===== src/rtl/song_note_feeder_if.sv =====
// Note-window handshake between the song feeder (master) and the game core / song ROM (slave).
// The master side drives the ROM address, lane windows and status; the slave side drives control and ROM data.
interface song_note_feeder_if #(
    parameter int ADDR_W = 7,
    parameter int WIN_W  = 32
);
    logic              start;
    logic              abort;
    logic              beat;
    logic [ADDR_W-1:0] rom_addr;
    logic [1:0]        rom_data;
    logic [WIN_W-1:0]  notes1;
    logic [WIN_W-1:0]  notes2;
    logic [ADDR_W-1:0] beat_idx;
    logic              busy;
    logic              done;
    logic              overrun;

    modport master (
        input  start, abort, beat, rom_data,
        output rom_addr, notes1, notes2, beat_idx, busy, done, overrun
    );

    modport slave (
        output start, abort, beat, rom_data,
        input  rom_addr, notes1, notes2, beat_idx, busy, done, overrun
    );
endinterface


===== src/rtl/song_note_feeder.sv =====
// Streams a stored song into two lane windows, one note pair per beat.
// It prefetches each pair from a synchronous ROM and drains the windows to zero after the last beat.
module song_note_feeder #(
    parameter int SONG_LEN = 128,
    parameter int ADDR_W   = 7,
    parameter int WIN_W    = 32
) (
    input  logic                clk,
    input  logic                n_rst,
    song_note_feeder_if.master  bus
);
    typedef enum logic [2:0] {IDLE, FETCH, WAIT, READY, DRAIN, DONE} state_t;

    // beat_idx saturates at SONG_LEN, or at the largest count ADDR_W bits can hold if that is smaller.
    localparam int                IDX_CAP    = (SONG_LEN > (2**ADDR_W) - 1) ? (2**ADDR_W) - 1 : SONG_LEN;
    localparam logic [ADDR_W-1:0] IDX_MAX    = ADDR_W'(IDX_CAP);
    localparam logic [ADDR_W-1:0] LAST_IDX   = ADDR_W'(SONG_LEN - 1);
    localparam logic [5:0]        DRAIN_LAST = 6'(WIN_W - 1);

    state_t     state;
    logic [1:0] prefetch;
    logic       pending;
    logic [5:0] drain_cnt;

    function automatic logic [WIN_W-1:0] shift_in(input logic [WIN_W-1:0] win, input logic b);
        return {win[WIN_W-2:0], b};
    endfunction

    function automatic logic [ADDR_W-1:0] next_idx(input logic [ADDR_W-1:0] idx);
        return (idx == IDX_MAX) ? IDX_MAX : idx + ADDR_W'(1);
    endfunction

    // NOTE: all state in this block uses non-blocking assignments, so every branch reads pre-edge values.
    always_ff @(posedge clk or negedge n_rst) begin
        if (!n_rst) begin
            state        <= IDLE;
            prefetch     <= '0;
            pending      <= 1'b0;
            drain_cnt    <= '0;
            bus.rom_addr <= '0;
            bus.notes1   <= '0;
            bus.notes2   <= '0;
            bus.beat_idx <= '0;
            bus.busy     <= 1'b0;
            bus.done     <= 1'b0;
            bus.overrun  <= 1'b0;
        end else if (bus.abort) begin
            state        <= IDLE;
            prefetch     <= '0;
            pending      <= 1'b0;
            drain_cnt    <= '0;
            bus.rom_addr <= '0;
            bus.notes1   <= '0;
            bus.notes2   <= '0;
            bus.beat_idx <= '0;
            bus.busy     <= 1'b0;
            bus.done     <= 1'b0;
            bus.overrun  <= 1'b0;
        end else begin
            bus.done <= 1'b0;
            case (state)
                IDLE: begin
                    if (bus.start) begin
                        state        <= FETCH;
                        bus.busy     <= 1'b1;
                        bus.notes1   <= '0;
                        bus.notes2   <= '0;
                        bus.beat_idx <= '0;
                        bus.overrun  <= 1'b0;
                        drain_cnt    <= '0;
                        pending      <= 1'b0;
                    end
                end
                FETCH: begin
                    bus.rom_addr <= bus.beat_idx;
                    state        <= WAIT;
                    if (bus.beat) begin
                        if (pending) bus.overrun <= 1'b1;
                        else         pending     <= 1'b1;
                    end
                end
                WAIT: begin
                    prefetch <= bus.rom_data;
                    // A beat arriving in WAIT is serviced on this same exit edge; a second one is lost.
                    if (pending || bus.beat) begin
                        bus.notes1   <= shift_in(bus.notes1, bus.rom_data[0]);
                        bus.notes2   <= shift_in(bus.notes2, bus.rom_data[1]);
                        bus.beat_idx <= next_idx(bus.beat_idx);
                        pending      <= 1'b0;
                        state        <= (bus.beat_idx == LAST_IDX) ? DRAIN : FETCH;
                        if (pending && bus.beat) bus.overrun <= 1'b1;
                    end else begin
                        state <= READY;
                    end
                end
                READY: begin
                    if (bus.beat) begin
                        bus.notes1   <= shift_in(bus.notes1, prefetch[0]);
                        bus.notes2   <= shift_in(bus.notes2, prefetch[1]);
                        bus.beat_idx <= next_idx(bus.beat_idx);
                        state        <= (bus.beat_idx == LAST_IDX) ? DRAIN : FETCH;
                    end
                end
                DRAIN: begin
                    if (bus.beat) begin
                        bus.notes1 <= shift_in(bus.notes1, 1'b0);
                        bus.notes2 <= shift_in(bus.notes2, 1'b0);
                        drain_cnt  <= drain_cnt + 6'd1;
                        if (drain_cnt == DRAIN_LAST) begin
                            state    <= DONE;
                            bus.busy <= 1'b0;
                            bus.done <= 1'b1;
                        end
                    end
                end
                DONE:    state <= IDLE;
                default: state <= IDLE;
            endcase
        end
    end
endmodule


===== src/flat_wrapper.sv =====
// flat-port wrapper written by rule: the top's interface ports become plain ports
module song_note_feeder_flat 
#(
    parameter int SONG_LEN = 128,
    parameter int ADDR_W   = 7,
    parameter int WIN_W    = 32
)
  (clk, n_rst, bus_start, bus_abort, bus_beat, bus_rom_data, bus_rom_addr, bus_notes1, bus_notes2, bus_beat_idx, bus_busy, bus_done, bus_overrun);
  song_note_feeder_if #(.ADDR_W(ADDR_W), .WIN_W(WIN_W)) bus_i ();
  input  logic clk;
  input  logic n_rst;
  input wire logic [$bits(bus_i.start)-1:0] bus_start;
  input wire logic [$bits(bus_i.abort)-1:0] bus_abort;
  input wire logic [$bits(bus_i.beat)-1:0] bus_beat;
  input wire logic [$bits(bus_i.rom_data)-1:0] bus_rom_data;
  output wire logic [$bits(bus_i.rom_addr)-1:0] bus_rom_addr;
  output wire logic [$bits(bus_i.notes1)-1:0] bus_notes1;
  output wire logic [$bits(bus_i.notes2)-1:0] bus_notes2;
  output wire logic [$bits(bus_i.beat_idx)-1:0] bus_beat_idx;
  output wire logic [$bits(bus_i.busy)-1:0] bus_busy;
  output wire logic [$bits(bus_i.done)-1:0] bus_done;
  output wire logic [$bits(bus_i.overrun)-1:0] bus_overrun;
  assign bus_i.start = bus_start;
  assign bus_i.abort = bus_abort;
  assign bus_i.beat = bus_beat;
  assign bus_i.rom_data = bus_rom_data;
  assign bus_rom_addr = bus_i.rom_addr;
  assign bus_notes1 = bus_i.notes1;
  assign bus_notes2 = bus_i.notes2;
  assign bus_beat_idx = bus_i.beat_idx;
  assign bus_busy = bus_i.busy;
  assign bus_done = bus_i.done;
  assign bus_overrun = bus_i.overrun;
  song_note_feeder #(.SONG_LEN(SONG_LEN), .ADDR_W(ADDR_W), .WIN_W(WIN_W)) u_core (.clk(clk), .n_rst(n_rst), .bus(bus_i));
endmodule

===== config.mk =====
export PLATFORM = sky130hd
export DESIGN_NAME = song_note_feeder_flat
export DESIGN_NICKNAME = d
export VERILOG_FILES = /design/src/rtl/song_note_feeder_if.sv /design/src/rtl/song_note_feeder.sv /design/src/flat_wrapper.sv
export SDC_FILE = /design/constraint.sdc
export NUM_CORES = 1
export LEC_CHECK = 0
export ABC_AREA = 1
export BUFFER_PORTS_ARGS = -buffer_cell sky130_fd_sc_hd__buf_4
export CORE_ASPECT_RATIO = 0.5
export CORE_MARGIN = 5
export CORE_UTILIZATION = 30
export CTS_CLUSTER_DIAMETER = 150
export DETAILED_ROUTE_END_ITERATION = 16
export PLACE_DENSITY = 0.45
export SETUP_SLACK_MARGIN = 0.3
export SKIP_CTS_REPAIR_TIMING = 1
export SYNTH_ARGS = -nofsm -noshare
export SYNTH_HDL_FRONTEND = slang
export SYNTH_SLANG_ARGS = --single-unit

===== constraint.sdc =====
create_clock -name clk -period 2.3 [get_ports clk]
set_clock_uncertainty 0.05 [all_clocks]
set_input_delay 0.46 -clock clk [delete_from_list [all_inputs] [get_ports clk]]
set_output_delay 0.46 -clock clk [all_outputs]
set_load 0.02 [all_outputs]

Word level (Yosys, flattened, before mapping)
Cells that the tools add are included.

Register bits after elaboration: 93.

Add/sub/neg operators: 2. Reduce and logical (&&, ||, !) cells: 16. Mux-type cells: 53. Equality and inequality tests: 14.

Operators by type and width (count): 2-to-1 mux 32 bit (9); one-hot mux 32 bit (4 select lines) (2); 2-to-1 mux 7 bit (7); 2-to-1 mux 3 bit (7); one-hot mux 7 bit (3 select lines) (1); 2-to-1 mux 6 bit (3); 2-to-1 mux 1 bit (17); AND reduction 4 bit (4); one-hot mux 3 bit (5 select lines) (1); != test 3 x 2 -> 1 bit (second input constant) (4); != test 3 bit (second input constant) (4); one-hot mux 6 bit (2 select lines) (1); nonzero test 4 bit (2); adder 7 x 1 -> 7 bit (second input constant) (1); equality test 7 bit (second input constant) (1); adder 6 x 1 -> 6 bit (second input constant) (1); equality test 3 x 2 -> 1 bit (second input constant) (2); equality test 6 x 5 -> 1 bit (second input constant) (1); one-hot mux 1 bit (3 select lines) (2); AND reduction 6 bit (1); AND reduction 5 bit (1); nonzero test 5 bit (1); 2-to-1 mux 2 bit (2); nonzero test 2 bit (2); 8 further kinds (8).

Depth between registers and ports, before layout
Depth after elaboration: 5. Gate-level depth with buffers: 11. Gate-level depth less buffers: 9.

Worst setup path before layout
Ideal clock, no wire load.

Path type: input to register. From: in bus_abort. To: reg u_core.bus.notes2[15]. Data required time: 2.132 ns. Slack: 0.639 ns. Cell stages on the path: 9. Arrival time: 1.493 ns. Buffers on the path: 2. Path through: buf_2 -> nor2_1 -> nand2_1 -> nand3_1 -> nor2_4 -> clkinv_2 -> buf_2 -> nand2_1 -> nand2_1.

Longest elaborated chain between the ends: 2. Elaborated cells between the ends (all ways): 7. Classes of those cells: 4 x eq/ne; 1 x mux; 2 x reduce/logical.

Ends and longest elaborated chain: start: declaration (RTL line flat_wrapper.sv:13) `input wire logic [$bits(bus_i.abort)-1:0] bus_abort;`; != test 3 bit (no line) (tied with other cells); AND reduction 5 bit (no line); end signal: assignment (RTL line song_note_feeder.sv:87) `bus.notes2 <= shift_in(bus.notes2, bus.rom_data[1]);`; end signal: assignment (RTL line song_note_feeder.sv:99) `bus.notes2 <= shift_in(bus.notes2, prefetch[1]);`; end signal: assignment (RTL line song_note_feeder.sv:107) `bus.notes2 <= shift_in(bus.notes2, 1'b0);`; end: declaration (RTL line song_note_feeder_if.sv:21) `output rom_addr, notes1, notes2, beat_idx, busy, done, overrun`.

Several ways; a longest one is shown, not always the timed one. A chain may end at the register's enable or synchronous reset.

Worst setup path after layout
From: reg u_core.state[1]. To: reg u_core.bus.notes2[11].

Longest elaborated chain between the ends: 3. Elaborated cells between the ends (all ways): 12. Classes of those cells: 7 x eq/ne; 2 x mux; 3 x reduce/logical.

Ends and longest elaborated chain: start: declaration (RTL line song_note_feeder.sv:20) `state_t state;`; start signal: assignment (RTL line song_note_feeder.sv:90) `state <= (bus.beat_idx == LAST_IDX) ? DRAIN : FETCH;`; start signal: assignment (RTL line song_note_feeder.sv:101) `state <= (bus.beat_idx == LAST_IDX) ? DRAIN : FETCH;`; equality test 3 bit (tied with other cells) (RTL line song_note_feeder.sv:61) `case (state)`; != test 3 bit (no line) (tied with other cells); AND reduction 5 bit (no line) / 2-to-1 mux 32 bit (equally long branches).

Several ways; a longest one is shown, not always the timed one.

==> Flow_metrics.wiki <==
{| class="wikitable"
! Metric !! Value
|-
| Outcome || finished, final reports clean
|-
| Slew at the pin with the worst max-slew slack || 0.459 ns
|-
| Number of hold violations in the final report || 0
|-
| Sink count of the clock tree || 93
|-
| Root Buffer Master || clkbuf_16
|-
| Horizontal die dimension || roughly 180 µm
|-
| Number of buffer cells added on primary ports || slightly below 90
|-
| Gate Count Post-Synth || 506
|-
| Post-DR vias/cell || 4.52
|-
| Antenna violations before repair || 0
|-
| Clock latency on the worst-skew pair || around 0.34 ns
|-
| Min Hold Slack || approximately 0.33 ns
|-
| Worst Setup Start Kind || flop
|-
| Wire length reported by the detailed router || 10900 µm
|-
| Number of nets with antenna violations after routing || 0
|-
| Overall Global Routing Usage || 0.137
|-
| Cell area after synthesis || 4220 µm²
|-
| Clock slew at the register clock pins of the worst setup and hold paths || approximately 0.07 ns
|-
| GP Congestion || roughly 0.80
|-
| Buffer depth of the longest clock path || 2
|-
| CTS tree || done
|-
| Total power density per cell area || just under 800 nW/µm²
|-
| Number of diodes || 0
|-
| Type of the worst setup path || flop to flop
|-
| Max-slew headroom at the worst pin || 0.693
|-
| Post-synth net total || slightly above 500
|-
| Startpoint of the most critical setup path || u_core.state[1]$_DFFE_PN0P_
|-
| Aggregate global routing overflow || 0
|-
| Arrival @ worst endpoint || about 2.1 ns
|-
| Overall via count from detail_route || around 3600
|-
| Post-Route Setup TNS || 0 ns
|-
| Iteration-0 DRC count of the detailed router || around 320
|-
| Core region area || between 10000 and 15000 µm²
|-
| Number of buffers inserted during clock tree synthesis || 9
|-
| Final HPWL DP || just over 7000 µm
|-
| Number of placed instances, taps included || between 700 and 800
|-
| Yosys synthesis warning count || 0
|-
| Number of storage elements in the synthesis netlist || 93
|-
| WL/cell || around 14 µm
|-
| Initial DRT Pass Iterations || 5
|-
| Area of all placed cells without fillers || roughly 5400 µm²
|-
| Library cells used by synthesis || 27
|-
| Largest net degree at the start of global routing || 65
|-
| Synthesized area per cell || ~8.3 µm²
|-
| Fraction of layout instances using a drive strength above 1 || 0.214
|-
| Endpoint of the worst setup timing path || u_core.bus.notes2[11]$_DFFE_PN0P_
|-
| Min-delay worst type || input port to flop
|-
| Post-route non-filler standard cell count || between 700 and 800
|-
| First-pass GRT wire length || roughly 18000 µm
|-
| IO Count || 88
|-
| Via count of the first global-routing pass || ~3500
|-
| Crit path max fanout || 64
|-
| Number of endpoints failing setup at the final stage || 0
|-
| Initial cell density of the core || 0.309
|-
| Die H || ~94 µm
|-
| Minimum period implied by the final worst setup slack || about 1.8 ns
|-
| Depth of the most critical reg-to-reg path || 10
|-
| H-tree lvl count || 3
|-
| Dpl cell area || approximately 5000 µm²
|-
| R2R setup slack || roughly 0.48 ns
|-
| Reg-to-reg critical path endpoint || u_core.bus.notes2[11]$_DFFE_PN0P_
|-
| Number of core rows || 30
|-
| Pins over their slew limit || 0
|-
| Synthesis-to-layout area growth || 27.0%
|-
| LEAKAGE || slightly below 3 nW
|-
| Number of remaining DRC errors || 0
|-
| Portion of the post-synthesis area used by sequential elements || 0.552
|-
| Area enclosed by the die boundary || 16700 µm²
|-
| Final period util || 0.793
|-
| Number of nets at the end of the flow || between 500 and 600
|-
| Maximum VDD drop || 0.518 mV
|-
| CP endpoint kind || flop
|-
| Maximum Capacitance Violations || 0
|-
| Max Fclk || about 550 MHz
|-
| Worst flop-to-flop path startpoint || u_core.state[1]$_DFFE_PN0P_
|-
| Worst EP required || 2.53 ns
|-
| Setup repair after global routing missed its margin || yes
|}
==> power by group <==
group	switching, mW	total, mW	internal [mW]
registers	0.0542	1.74	1.68
clock network	0.685	1.47	0.781
logic	0.669	0.916	0.247
==> kinds of logic after synthesis <==
logic type	after synthesis	share of synthesized area
buf+inv	52	0.0674
flops	93	0.552
simple gates	331	0.336
fa+ha+maj	2	0.00594
mux	1	0.00237
xor+xnor	1	0.00208
compound gates	26	0.0338
==> per-layer routing <==
| layer | up-vias | GRT usage | routed length [µm] |
|---|---|---|---|
| met5 | - | 0 | 0 |
| met4 | 0 | 0.0360 | 110 |
| met3 | 10 | 0.0370 | 516 |
| met2 | 64 | 0.209 | 5010 |
| li1 | 1796 | - | - |
| met1 | 1684 | 0.193 | 5260 |
==> state kept, by name (all words and copies together), names as in the netlist <==
register	flops
u_core.bus.notes2	32
u_core.bus.busy	1
u_core.bus.notes1	32
u_core.prefetch	2
u_core.bus.done	1
u_core.bus.beat_idx	7
u_core.bus.overrun	1
u_core.pending	1
u_core.state	3
u_core.drain_cnt	6
u_core.bus.rom_addr	7
==> final cells by class <==
type / instances / area [µm²]
repair buffers: 96 / 773
clock buffers: 10 / 239
fillers: 1433 / 8310
inverters: 28 / 106
flip-flops and latches: 93 / 2330
clock inverters: 6 / 52.6
multi-input cells: 361 / 1610
well taps: 192 / 240
==> through the flow <==
| stage | total power, mW | setup slack, ns | utilization |
|---|---|---|---|
| finish | 4.12 | 0.477 | 0.392 |
| global route | 4.36 | 0.277 | 0.392 |
| CTS | 4.15 | 0.206 | 0.390 |
| detailed placement | 2.67 | 0.157 | 0.369 |
| global placement | 2.69 | 0.164 | 0.369 |
| floorplan | 2.47 | 0.639 | - |
==> cells in the mapped netlist, drive strengths merged <==
master,number,area (µm²)
a211oi,1,12.5
a21oi,6,30.0
buf,22,170
clkbuf,2,7.51
clkinv,1,5.00
dfrtp,93,2330
ha,2,25.0
inv,27,101
mux2i,1,10.0
nand2,193,724
nand3,97,490
nand3b,2,15.0
nand4,5,31.3
nor2,32,145
nor3,1,5.00
o211ai,2,15.0
o21ai,17,85.1
or2,1,6.26
xor2,1,8.76
==> critical path: stages, from the launching register on <==
cell	delay [ns]
dfrtp_2	0.46
nor2_2	0.24
nand2_1	0.13
nor2_1	0.20
nor2_4	0.08
inv_2	0.07
nor2_4	0.04
clkinv_2	0.06
buf_12	0.26
nand2_1	0.09
nand2_1	0.07
==> how the worst min path moves through the flow <==
| stage | start | endpoint | slack (ns) | cells after the start |
|---|---|---|---|---|
| global route | bus_abort | u_core.prefetch[1]$_DFFE_PN0P_ | 0.32 | 2 |
| finish | bus_abort | u_core.prefetch[1]$_DFFE_PN0P_ | 0.33 | 2 |
| floorplan | n_rst | u_core.bus.beat_idx[0]$_DFFE_PN0P_ | 0.11 | 0 |
| detailed placement | n_rst | u_core.drain_cnt[0]$_DFFE_PN0P_ | 0.32 | 1 |
| global placement | n_rst | u_core.drain_cnt[0]$_DFFE_PN0P_ | 0.31 | 1 |
| CTS | n_rst | u_core.bus.rom_addr[0]$_DFFE_PN0P_ | -0.06 | 1 |
==> cells in the final DEF, fill, tap and decap left out, types with 5 or more instances in the layout <==
master,Yosys,layout
nand4_1,5,5
clkbuf_16,0,9
nand3_1,96,96
nand2_1,193,193
a21oi_1,6,6
o21ai_1,6,6
buf_4,0,91
inv_1,23,23
dfrtp_1,93,91
nor2_1,26,26
o21ai_0,11,11
No activity file was read; power rests on OpenSTA's default activity.
